$ cat config.mk
export PLATFORM = sky130hd
export DESIGN_NAME = serdes_lock_rst_seq_flat
export DESIGN_NICKNAME = d
export VERILOG_FILES = /design/src/rtl/serdes_lock_rst_seq_if.sv /design/src/rtl/serdes_lock_rst_seq.sv /design/src/flat_wrapper.sv
export SDC_FILE = /design/constraint.sdc
export NUM_CORES = 1
export LEC_CHECK = 0
export ABC_AREA = 1
export BUFFER_PORTS_ARGS = -buffer_cell sky130_fd_sc_hd__buf_2
export CAP_MARGIN = 25
export CORE_ASPECT_RATIO = 1.2
export CORE_MARGIN = 2
export CORE_UTILIZATION = 46
export DETAILED_ROUTE_END_ITERATION = 10
export PLACE_DENSITY = 0.71
export SETUP_SLACK_MARGIN = 0.15
export SLEW_MARGIN = 20
export SYNTH_ARGS = -nofsm -noshare
export SYNTH_HDL_FRONTEND = slang
export SYNTH_SLANG_ARGS = --single-unit
$ cat constraint.sdc
create_clock -name clk -period 1.95 [get_ports clk]
set_input_delay 0.2925 -clock clk [delete_from_list [all_inputs] [get_ports clk]]
set_output_delay 0.2925 -clock clk [all_outputs]
set_load 0.01 [all_outputs]
$ cat src/rtl/serdes_lock_rst_seq_if.sv
// Bundle between the SERDES lock/reset sequencer and the logic around it.
//   pll_locked    : raw PLL LOCKED, asynchronous to the sequencer clock
//   restart       : 1-cycle synchronous request to re-run the whole sequence
//   pll_rst       : PLL reset
//   serdes_rst    : SERDES / bitslice reset
//   ready         : link clocking ready
//   state         : 0 PLL_RST, 1 WAIT_LOCK, 2 SERDES_RST, 3 RUN
//   lock_loss_cnt : saturating count of lock drops in SERDES_RST/RUN
//   timeout_err   : sticky, at least one WAIT_LOCK timeout since reset
// master = the sequencer, slave = the surrounding logic.
interface serdes_lock_rst_seq_if #(
  parameter int CNT_W = 8
);
  logic             pll_locked;
  logic             restart;
  logic             pll_rst;
  logic             serdes_rst;
  logic             ready;
  logic [1:0]       state;
  logic [CNT_W-1:0] lock_loss_cnt;
  logic             timeout_err;

  modport master (
    input  pll_locked, restart,
    output pll_rst, serdes_rst, ready, state, lock_loss_cnt, timeout_err
  );

  modport slave (
    output pll_locked, restart,
    input  pll_rst, serdes_rst, ready, state, lock_loss_cnt, timeout_err
  );
endinterface

$ cat src/rtl/serdes_lock_rst_seq.sv
// SERDES PLL lock qualification and reset sequencer. Runs on a free-running
// reference clock; holds the PLL in reset, waits for a stable synchronized
// lock, pulses the SERDES reset, then reports ready. Any lock loss, lock
// timeout or restart request sends it back to the PLL reset step.
// Ports:
//   clk : free-running reference clock
//   rst : synchronous active-high reset
//   bus : serdes_lock_rst_seq_if.master (see interface file for signals)
module serdes_lock_rst_seq #(
  parameter int SYNC_STAGES      = 2,
  parameter int PLL_RST_CYC      = 16,
  parameter int LOCK_STABLE_CYC  = 64,
  parameter int LOCK_TIMEOUT_CYC = 4096,
  parameter int SERDES_RST_CYC   = 8,
  parameter int CNT_W            = 8
) (
  input logic                   clk,
  input logic                   rst,
  serdes_lock_rst_seq_if.master bus
);

  localparam int TMR_MAX_A = (PLL_RST_CYC > SERDES_RST_CYC) ? PLL_RST_CYC : SERDES_RST_CYC;
  localparam int TMR_MAX   = (LOCK_TIMEOUT_CYC > TMR_MAX_A) ? LOCK_TIMEOUT_CYC : TMR_MAX_A;
  localparam int TMR_W     = $clog2(TMR_MAX + 1);
  localparam int STB_W     = $clog2(LOCK_STABLE_CYC + 1);

  typedef enum logic [1:0] {
    S_PLL_RST    = 2'd0,
    S_WAIT_LOCK  = 2'd1,
    S_SERDES_RST = 2'd2,
    S_RUN        = 2'd3
  } state_t;

  state_t                 state;
  state_t                 nxt;
  logic [SYNC_STAGES-1:0] sync;
  logic                   lock_s;
  logic [TMR_W-1:0]       timer;
  logic [STB_W-1:0]       stable;
  logic                   enter;
  logic                   loss;
  logic                   tmo;
  logic                   pll_rst;
  logic                   serdes_rst;
  logic                   ready;
  logic [CNT_W-1:0]       lock_loss_cnt;
  logic                   timeout_err;

  function automatic logic [CNT_W-1:0] sat_inc(input logic [CNT_W-1:0] v);
    return (&v) ? v : v + CNT_W'(1);
  endfunction

  assign lock_s = sync[SYNC_STAGES-1];

  // Next-state decision. restart outranks lock loss, lock loss outranks the
  // SERDES_RST timer, and a qualified lock outranks the WAIT_LOCK timeout.
  always_comb begin
    nxt  = state;
    loss = 1'b0;
    tmo  = 1'b0;
    if (bus.restart) begin
      nxt = S_PLL_RST;
    end else begin
      case (state)
        S_PLL_RST: begin
          if (timer == TMR_W'(PLL_RST_CYC - 1)) nxt = S_WAIT_LOCK;
        end
        S_WAIT_LOCK: begin
          if (lock_s && stable == STB_W'(LOCK_STABLE_CYC - 1)) begin
            nxt = S_SERDES_RST;
          end else if (timer == TMR_W'(LOCK_TIMEOUT_CYC - 1)) begin
            nxt = S_PLL_RST;
            tmo = 1'b1;
          end
        end
        S_SERDES_RST: begin
          if (!lock_s) begin
            nxt  = S_PLL_RST;
            loss = 1'b1;
          end else if (timer == TMR_W'(SERDES_RST_CYC - 1)) begin
            nxt = S_RUN;
          end
        end
        default: begin
          if (!lock_s) begin
            nxt  = S_PLL_RST;
            loss = 1'b1;
          end
        end
      endcase
    end
    // A restart in PLL_RST stays in the same state but must still re-arm the hold.
    enter = bus.restart || (nxt != state);
  end

  always_ff @(posedge clk) begin
    if (rst) begin
      state         <= S_PLL_RST;
      sync          <= '0;
      timer         <= '0;
      stable        <= '0;
      pll_rst       <= 1'b1;
      serdes_rst    <= 1'b1;
      ready         <= 1'b0;
      lock_loss_cnt <= '0;
      timeout_err   <= 1'b0;
    end else begin
      sync   <= {sync[SYNC_STAGES-2:0], bus.pll_locked};
      state  <= nxt;
      timer  <= enter ? '0 : timer + TMR_W'(1);
      stable <= (state == S_WAIT_LOCK && !enter && lock_s) ? stable + STB_W'(1) : '0;
      // Outputs follow the next state so they change on the transition edge.
      pll_rst    <= (nxt == S_PLL_RST);
      serdes_rst <= (nxt != S_RUN);
      ready      <= (nxt == S_RUN);
      if (loss) lock_loss_cnt <= sat_inc(lock_loss_cnt);
      if (tmo)  timeout_err   <= 1'b1;
    end
  end

  assign bus.pll_rst       = pll_rst;
  assign bus.serdes_rst    = serdes_rst;
  assign bus.ready         = ready;
  assign bus.state         = state;
  assign bus.lock_loss_cnt = lock_loss_cnt;
  assign bus.timeout_err   = timeout_err;

endmodule

$ cat src/flat_wrapper.sv
// flat-port wrapper written by rule: the top's interface ports become plain ports
module serdes_lock_rst_seq_flat 
#(
  parameter int SYNC_STAGES      = 2,
  parameter int PLL_RST_CYC      = 16,
  parameter int LOCK_STABLE_CYC  = 64,
  parameter int LOCK_TIMEOUT_CYC = 4096,
  parameter int SERDES_RST_CYC   = 8,
  parameter int CNT_W            = 8
)
  (clk, rst, bus_pll_locked, bus_restart, bus_pll_rst, bus_serdes_rst, bus_ready, bus_state, bus_lock_loss_cnt, bus_timeout_err);
  serdes_lock_rst_seq_if #(.CNT_W(CNT_W)) bus_i ();
  input logic clk;
  input logic rst;
  input wire logic [$bits(bus_i.pll_locked)-1:0] bus_pll_locked;
  input wire logic [$bits(bus_i.restart)-1:0] bus_restart;
  output wire logic [$bits(bus_i.pll_rst)-1:0] bus_pll_rst;
  output wire logic [$bits(bus_i.serdes_rst)-1:0] bus_serdes_rst;
  output wire logic [$bits(bus_i.ready)-1:0] bus_ready;
  output wire logic [$bits(bus_i.state)-1:0] bus_state;
  output wire logic [$bits(bus_i.lock_loss_cnt)-1:0] bus_lock_loss_cnt;
  output wire logic [$bits(bus_i.timeout_err)-1:0] bus_timeout_err;
  assign bus_i.pll_locked = bus_pll_locked;
  assign bus_i.restart = bus_restart;
  assign bus_pll_rst = bus_i.pll_rst;
  assign bus_serdes_rst = bus_i.serdes_rst;
  assign bus_ready = bus_i.ready;
  assign bus_state = bus_i.state;
  assign bus_lock_loss_cnt = bus_i.lock_loss_cnt;
  assign bus_timeout_err = bus_i.timeout_err;
  serdes_lock_rst_seq #(.SYNC_STAGES(SYNC_STAGES), .PLL_RST_CYC(PLL_RST_CYC), .LOCK_STABLE_CYC(LOCK_STABLE_CYC), .LOCK_TIMEOUT_CYC(LOCK_TIMEOUT_CYC), .SERDES_RST_CYC(SERDES_RST_CYC), .CNT_W(CNT_W)) u_core (.clk(clk), .rst(rst), .bus(bus_i));
endmodule
==> run summary, run 1 <==
Status - completed
Synth Register Bits - 36
Die Wd - 59.89 µm
Max_cap viols - 0
Synth unique cells - 29
Mean Syn Cell Area - 8.329 µm²
N_diodes - 0
CP max-delay cell - dfxtp_1
Leak - 0.8112 nW
Die area - 4256 µm²
CORE AREA - 3603 µm²
Total grt overflow - 0
Row count - 24
Int Power - 996.6 µW
Final hold violation count - 0
Multi-input logic area - 889.6 µm²
Synth Cell Area - 1724 µm²
Remaining antenna violation count - 0
Post-synthesis sequential area ratio - 0.4180
Vias per Instance - 4.844
FMAX - 0.5926 GHz
Filler cells - 350
Worst Path Required - 2.13 ns
Layout cell share with drive strength beyond 1 - 0.2652
Finished Cell Area - 1929 µm²
DRT Wirelength - 2862 µm
WL per Instance - 10.64 µm
Worst Hold Path Cells - 3
Min Tclk post-route - 1.687 ns
Clock Latency Late Sink - 0.29 ns
Setup violators final - 0
PD cells - 671.0 nW/µm²
Max clock buf depth - 2
Via count - 1,303
Worst Hold End - u_core.sync[0]$_SDFF_PP0_
Final max-slew violation count - 0
Setup Fix Bufs, Post-CTS - 0
Min-Delay Path Class - input pin to flip-flop
Crit Path Category - flip-flop to flip-flop
Sequential Power Share - 0.573
Post-CTS Resized - 0
Area added between synthesis and finish - 11.90%
Initial Util - 0.4785
Nets@finish - 236
Initial antenna violation count - 0
CP Max Fanout - 13
Mapped Cells - 207
Root Buffer - clkbuf_8
DRT Pass-1 Iters - 4
Reg2reg path depth - 10
Total Routing Usage GR - 0.1578
Worst Tran Pin Value - 0.3720 ns
Clk pin slew, worst setup/hold paths - 0.07 ns
Global-route wire length before repair - 5085 µm
Placed Area - 1837 µm²
Synthesized Nets - 214
Worst R2R Setup Slack - 0.26 ns
Commonest cells after routing, fill and taps aside - dfxtp_1, nor2_1, nand2_1
Setup TNS - 0 ns
DRC - 0
Port bufs - 17
TritonCTS clock tree - built
CP Capture Type - flip-flop
Critical path's largest stage delay - 0.38 ns
Logic pwr share - 0.024
Maximum vdd drop - 0.4095 mV
Ys Warns - 0
Hold_sp - bus_pll_locked
Clk pwr share - 0.403
Critical R2R Capture - u_core.timer[11]$_SDFF_PP0_
CTS Buf Count - 5
Most common cell after layout, fill and taps aside - dfxtp_1
FF-to-FF Start - u_core.timer[0]$_SDFF_PP0_
Hold buffer count at CTS - 0
Arr. time, crit path - 1.86 ns
Drt initial violations - 49
CP dominant cell by count - nand2_2
RSZ-0062 raised after global routing - yes
Die Ht - 71.07 µm
Startpoint Class - flip-flop
Layout Skew - 0.006784 ns
Htree depth - 2
IO Pins - 18
DP HPWL - 2060 µm
Placer Congestion - 0.8350
Register area - 720.7 µm²
Largest net degree at the start of global routing - 14
CP Cell Sequence - ha_1, nand3_4, nor2_4, nand2_2, nand3_2, nand2_2, nand2_2, nand2_2, nand3_4, nor2_1
Total clock sinks - 36
NetSw - 298.0 µW
Number of global-route vias before repair - 1,204
Slew headroom - 0.7516
Final period utilization - 0.8654
Net Sw Frac - 0.2302
-- critical path: cells and delay by family (launching register included) --
family / cells / cell delay, ns
adder cells (fa/ha/maj): 1 / 0.26
flip-flops: 1 / 0.38
AND/OR/NAND/NOR: 9 / 0.95
-- worst max-delay path by stage --
stage                                           from                     endpoint  slack, ns  cells after the start
after CTS                 u_core.timer[0]$_SDFF_PP0_  u_core.timer[11]$_SDFF_PP0_       0.21                     10
after detailed placement  u_core.timer[0]$_SDFF_PP0_  u_core.timer[11]$_SDFF_PP0_       0.24                     10
after global routing      u_core.timer[0]$_SDFF_PP0_  u_core.timer[11]$_SDFF_PP0_       0.14                     10
after floorplan           u_core.timer[0]$_SDFF_PP0_   u_core.timer[8]$_SDFF_PP0_       0.38                     11
final                     u_core.timer[0]$_SDFF_PP0_  u_core.timer[11]$_SDFF_PP0_       0.26                     10
after global placement    u_core.timer[0]$_SDFF_PP0_  u_core.timer[11]$_SDFF_PP0_       0.28                     10
-- final cells by class --
cell class / instances / area share
Multi-Input combinational cell: 144 / 0.4611
Sequential cell: 36 / 0.3735
Timing Repair Buffer: 18 / 0.04799
Inverter: 24 / 0.04669
Clock buffer: 5 / 0.03567
Tap cell: 39 / 0.02529
Clock inverter: 3 / 0.009728
-- state kept, by name (all words and copies together), names as in the netlist --
| name | count |
|---|---|
| u_core.timer | 13 |
| u_core.bus.lock_loss_cnt | 8 |
| u_core.stable | 7 |
| u_core.bus.state | 2 |
| u_core.sync | 2 |
| u_core.bus.pll_rst | 1 |
| u_core.bus.ready | 1 |
| u_core.bus.serdes_rst | 1 |
| u_core.bus.timeout_err | 1 |
-- Yosys cell counts, drive strengths merged --
| cell | number | area (µm²) |
|---|---|---|
| o21ai | 4 | 20.02 |
| clkbuf | 1 | 3.750 |
| ha | 3 | 37.54 |
| nor3 | 8 | 55.05 |
| nor2 | 43 | 201.4 |
| dfxtp | 36 | 720.7 |
| xor2 | 10 | 87.58 |
| or2 | 1 | 6.260 |
| inv | 24 | 90.08 |
| nand4 | 5 | 43.79 |
| o41ai | 1 | 8.760 |
| buf | 2 | 25.02 |
| nand2 | 33 | 138.9 |
| a21oi | 10 | 53.80 |
| xnor2 | 10 | 87.58 |
| nand3 | 13 | 95.09 |
| nor4 | 1 | 21.27 |
| nand3b | 2 | 27.53 |
-- cells by family after synthesis --
| kind of cell | after synthesis | synth area share |
|---|---|---|
| flops | 36 | 0.4180 |
| fa+ha+maj | 3 | 0.02177 |
| buf+inv | 27 | 0.06893 |
| xor+xnor | 20 | 0.1016 |
| simple gates | 106 | 0.3418 |
| compound gates | 15 | 0.04790 |
-- routing by layer --
metal	up-vias	GRT usage	routed length, µm
li1	698	-	-
met1	583	0.1839	1262
met2	16	0.2536	1445
met3	6	0.05484	89
met4	0	0.07407	63
met5	-	0	0
-- per-stage QoR --
stage	setup slack [ns]	hold WS, ns	cells	total power [mW]	util
finish	0.2625	0.2055	269	1.295	0.5354
global route	0.1386	0.2115	269	1.353	0.5354
CTS	0.2070	0.1947	269	1.311	0.5340
detailed placement	0.2390	0.4062	261	0.7896	0.5097
global placement	0.2819	0.4027	261	0.7890	0.5097
floorplan	0.3799	0.3744	207	0.7852	-
-- power groups by stage --
stage	logic [mW]	clock network (mW)	registers, mW
floorplan	0.0273	0	0.758
global placement	0.0306	0	0.758
detailed placement	0.0311	0	0.759
CTS	0.0319	0.538	0.741
global route	0.0349	0.576	0.742
finish	0.0312	0.522	0.741
Power figures use the tool's default switching activity.
==> inputs of run 2 (changes only) <==
--- a/config.mk
+++ b/config.mk
@@ -8,7 +8,7 @@
 export ABC_AREA = 1
 export BUFFER_PORTS_ARGS = -buffer_cell sky130_fd_sc_hd__buf_2
 export CAP_MARGIN = 25
-export CORE_ASPECT_RATIO = 1.2
+export CORE_ASPECT_RATIO = 0.8
 export CORE_MARGIN = 2
 export CORE_UTILIZATION = 46
 export DETAILED_ROUTE_END_ITERATION = 10
==> run 2 against run 1 <==
Clock skew up 0.0016 ns; register-to-register slack worse by 0.04 ns; via count rose by 1.4%; cell count grew 1.5%; count of clock-buffer cells in the layout up 1; die area is essentially flat; largest cell class unchanged.
==> run summary, run 2 (same netlist as run 1, synthesis figures left out) <==
Post-layout power - 1.418 mW
Final hold violation count - 0
CP Capture Type - flip-flop
Remaining antenna violation count - 0
Max clock buf depth - 2
Most common cell after layout, fill and taps aside - dfxtp_1
Finished Cell Area - 1971 µm²
Final period utilization - 0.8841
Layout cell share with drive strength beyond 1 - 0.2597
Clock Latency Late Sink - 0.29 ns
Number of global-route vias before repair - 1,135
Area added between synthesis and finish - 14.30%
Total Routing Usage GR - 0.1532
Startpoint Class - flip-flop
Row count - 19
FMAX - 0.5800 GHz
Port bufs - 17
Root Buffer - clkbuf_8
Crit Path Category - flip-flop to flip-flop
Via count - 1,321
Hold buffer count at CTS - 0
Post-CTS Resized - 0
Final max-slew violation count - 0
Pre-CTS setup slack - 0.2250 ns
Die Ht - 58.76 µm
N_diodes - 0
Largest net degree at the start of global routing - 14
Maximum vdd drop - 0.4034 mV
Die area - 4257 µm²
Worst Path Required - 2.13 ns
IO Pins - 18
Max_cap viols - 0
CP Max Fanout - 7
RSZ-0062 raised after global routing - yes
Vias per Instance - 4.839
Worst setup margin - 0.2260 ns
Htree depth - 2
Biggest regs - u_core.timer (13), u_core.bus.lock_loss_cnt (8), u_core.stable (7)
Slew headroom - 0.7549
Status - completed
WL per Instance - 11.12 µm
Min Tclk post-route - 1.724 ns
Setup Fix Bufs, Post-CTS - 0
Setup TNS - 0 ns
CORE AREA - 3518 µm²
PD cells - 719.6 nW/µm²
Setup violators final - 0
Hold WS - 0.2063 ns
Placer Congestion - 0.9029
Worst R2R Setup Slack - 0.23 ns
Min-Delay Path Class - input pin to flip-flop
DRT Pass-1 Iters - 4
Die Wd - 72.45 µm
DRC - 0
Arr. time, crit path - 1.90 ns
Filler cells - 314
Layout Skew - 0.008354 ns
DP HPWL - 2108 µm
Drt initial violations - 48
Nets@finish - 237
Commonest cells after routing, fill and taps aside - dfxtp_1, nor2_1, nand2_1
Max reg flops - 13
Global-route wire length before repair - 4981 µm
Biggest register - u_core.timer
DRT Wirelength - 3036 µm
Total clock sinks - 36
Leak - 0.8242 nW
CTS Buf Count - 5
TritonCTS clock tree - built
Placed Area - 1841 µm²
Worst Tran Pin Value - 0.3672 ns
Clk pin slew, worst setup/hold paths - 0.07 ns
Total grt overflow - 0
Initial Util - 0.4900
Initial antenna violation count - 0
[run 2: worst paths after layout]
check                              from                     endpoint  cells after the start
min reg2reg   u_core.sync[0]$_SDFF_PP0_    u_core.sync[1]$_SDFF_PP0_                      2
min                      bus_pll_locked    u_core.sync[0]$_SDFF_PP0_                      3
max reg2reg  u_core.timer[0]$_SDFF_PP0_  u_core.stable[1]$_SDFF_PP0_                     10
max          u_core.timer[0]$_SDFF_PP0_  u_core.stable[1]$_SDFF_PP0_                     10
[run 2: per-stage QoR]
| step | utilization | instances |
|---|---|---|
| 2_1_floorplan | - | 207 |
| 3_3_place_gp | 0.5231 | 264 |
| 3_5_place_dp | 0.5231 | 264 |
| 4_1_cts | 0.5537 | 272 |
| 5_1_grt | 0.5601 | 273 |
| 6_report | 0.5601 | 273 |
[run 2: power breakdown]
group	switching, mW	internal, mW
Clock	0.263	0.379
Sequential	0.00305	0.739
Combinational	0.0232	0.0107
[run 2: layout make-up]
cell class	count	area [µm²]	area share
multi-input combinational	145	907.1	0.4603
sequential	36	720.7	0.3657
timing repair buffer	18	92.59	0.04698
inverter	24	90.09	0.04571
clock buffer	6	72.57	0.03683
tap	42	52.55	0.02667
clock inverter	2	35.03	0.01778
[run 2: worst max-delay path, cell delays in order (launching register included)]
cell and delay [ns]:
dfxtp_1 0.37, ha_1 0.27, nand3_4 0.13, nor2_4 0.17, nand2_2 0.09, nand3_2 0.07
nand2_2 0.07, nand2_2 0.08, nand2_2 0.11, nand4_2 0.20, nor2_1 0.06
[run 2: metal layers]
layer | up-vias | share of wire | wire length, µm | GRT usage
li1 | 702 | - | - | -
met1 | 599 | 0.53 | 1609 | 0.2049
met2 | 18 | 0.42 | 1275 | 0.2241
met3 | 2 | 0.041 | 125 | 0.05651
met4 | 0 | 0.0082 | 25 | 0.06349
met5 | - | 0 | 0 | 0
==> inputs of run 3 (changes only) <==
--- a/config.mk
+++ b/config.mk
@@ -5,7 +5,6 @@
 export SDC_FILE = /design/constraint.sdc
 export NUM_CORES = 1
 export LEC_CHECK = 0
-export ABC_AREA = 1
 export BUFFER_PORTS_ARGS = -buffer_cell sky130_fd_sc_hd__buf_2
 export CAP_MARGIN = 25
 export CORE_ASPECT_RATIO = 0.8
==> run 3 against run 2 <==
Die area down 6.6%; global-route usage rose by 2.3 points; register-to-register slack worse by 0.08 ns; design area shrank 3.3%; via count up 4.5%; worst setup slack got worse by 0.081 ns; largest power group unchanged; area after synthesis shrank 7.0%; critical path depth fell by 5; count of clock-buffer cells in the layout grew 2; hold slack better by 0.0015 ns.
==> run summary, run 3 <==
CTS Buf Count - 5
Setup TNS - 0 ns
Port bufs - 17
Nets@finish - 209
Die Ht - 56.82 µm
PD cells - 685.0 nW/µm²
Startpoint Class - flip-flop
Min-Delay Path Class - input pin to flip-flop
Synth unique cells - 38
Synth async-reset ratio - 0
Synth top cells by count - dfxtp_1, nor2_1, nor3_1
Root Buffer - clkbuf_8
Remaining antenna violation count - 0
Setup violators final - 0
Vias per Instance - 5.637
Most frequent cell after synthesis - dfxtp_1
IO Pins - 18
Mean Syn Cell Area - 9.219 µm²
Mapped Cells - 174
Die area - 3978 µm²
DRT Wirelength - 3346 µm
Final hold violation count - 0
Max_cap viols - 0
CP max-delay cell - or4b_1
Critical path's largest stage delay - 0.51 ns
Top cell type's share of synthesized area - 0.4493
Min Tclk post-route - 1.805 ns
Finished Core Util - 0.5645
Total clock sinks - 36
CORE AREA - 3376 µm²
Synthesized Nets - 181
Synth Cell Area - 1604 µm²
Layout Skew - 0.007508 ns
CP Max Fanout - 4
Area added between synthesis and finish - 18.80%
Clock Latency Late Sink - 0.29 ns
Slew headroom - 0.7324
Number of global-route vias before repair - 1,309
Initial antenna violation count - 0
Clk pin slew, worst setup/hold paths - 0.07 ns
RSZ-0062 raised after global routing - yes
Worst Tran Pin Value - 0.4014 ns
Layout cell share with drive strength beyond 1 - 0.2365
Biggest register - u_core.timer
Maximum vdd drop - 0.3748 mV
Post-synth EDFFs - 0
Die Wd - 70.02 µm
Leak - 0.7188 nW
Total Routing Usage GR - 0.1765
Most common cell after layout, fill and taps aside - dfxtp_1
FMAX - 0.5539 GHz
Via count - 1,381
Placer Congestion - 0.8172
Hold buffer count at CTS - 0
Max reg flops - 13
Arr. time, crit path - 2.03 ns
Biggest regs - u_core.timer (13), u_core.bus.lock_loss_cnt (8), u_core.stable (7)
Initial Util - 0.4752
DRC - 0
Synth Register Bits - 36
Final period utilization - 0.9258
Drt initial violations - 70
CP Cell Sequence - ha_4, nand3_2, or4_4, or4b_1, a21oi_1
Top FF cell, synth - dfxtp_1
Top cells by area, synth - dfxtp_1, xor2_1, nor2_1
N_diodes - 0
CP Buf/Inv Count - 0
TritonCTS clock tree - built
Final max-slew violation count - 0
Ys Warns - 0
Post-synthesis sequential area ratio - 0.4493
Top delay family on crit path - simple AND/OR/NAND/NOR gates
Worst Path Required - 2.18 ns
Area leader, netlist - dfxtp_1
Filler cells - 314
DRT Pass-1 Iters - 4
Commonest cells after routing, fill and taps aside - dfxtp_1, nor2_1, buf_2
CP Capture Type - flip-flop
Largest net degree at the start of global routing - 14
Max clock buf depth - 2
Crit Path Category - flip-flop to flip-flop
Htree depth - 2
DP HPWL - 2279 µm
Row count - 19
Total grt overflow - 0
Global-route wire length before repair - 5485 µm
Status - completed
WL per Instance - 13.66 µm
[run 3: cell types whose count changed in the layout (fill, tap and decap cells not counted), moves of 5 or more]
cell,delta
nor2_2,-10
nor3_1,+9
dfxtp_2,+7
nor2_1,-12
dfxtp_1,-7
nand2_2,-5
and3_1,+6
inv_1,-16
buf_4,+8
nand2_1,-21
o211ai_1,+6
[run 3: layer usage]
metal / part of all wire / vias up / wire, µm / GRT usage
met5: 0 / - / 0 / 0
li1: - / 679 / - / -
met3: 0.045 / 8 / 151 / 0.05386
met1: 0.44 / 668 / 1477 / 0.1865
met4: 0.024 / 0 / 81 / 0.1126
met2: 0.49 / 26 / 1636 / 0.3061
[run 3: kinds of logic after synthesis]
| family | Yosys count | share of synthesized area |
|---|---|---|
| AOI/OAI and AO/OA | 19 | 0.08424 |
| xor gates and xnor gates | 21 | 0.1147 |
| adders and majority gates | 3 | 0.02340 |
| buffers and inverters | 9 | 0.02183 |
| DFF | 36 | 0.4493 |
| muxes | 1 | 0.006240 |
| and+or+nand+nor | 85 | 0.3003 |
[run 3: layout make-up]
cell class,instances,area [µm²],share of cell area
multi-input cells,129,865.8,0.4544
inverters,4,15.01,0.007879
well taps,42,52.55,0.02758
repair buffers,26,152.6,0.08010
clock buffers,8,90.09,0.04728
flip-flops and latches,36,729.5,0.3828
[run 3: final timing paths]
check	from	endpoint	slack [ns]	depth (start not counted)
max	u_core.timer[0]$_SDFF_PP0_	u_core.bus.timeout_err$_SDFFE_PP0P_	0.14	5
min	bus_pll_locked	u_core.sync[0]$_SDFF_PP0_	0.21	2
max reg2reg	u_core.timer[0]$_SDFF_PP0_	u_core.bus.timeout_err$_SDFFE_PP0P_	0.14	5
min reg2reg	u_core.stable[0]$_SDFF_PP0_	u_core.stable[0]$_SDFF_PP0_	0.44	1
[run 3: stage by stage]
step	instance area [µm²]	hold slack, ns	setup slack [ns]	power (mW)	instances
after global placement	1775	0.4177	0.1410	0.7797	234
after CTS	1889	0.2047	0.1499	1.316	243
after global routing	1906	0.2280	0.06510	1.353	245
after floorplan	1614	0.3641	0.1801	0.7715	174
after detailed placement	1775	0.4269	0.08506	0.7809	234
final	1906	0.2078	0.1448	1.305	245
[run 3: report_power, final]
group | switching [mW] | internal (mW)
combinational | 0.0149 | 0.0112
clock | 0.248 | 0.288
sequential | 0.00372 | 0.739
[run 3: repair_timing]
item,4_1_cts,5_1_grt
endpoints found under the setup margin,3,4
setup buffers,1,2
resized for setup,6,1
pin swaps,1,1
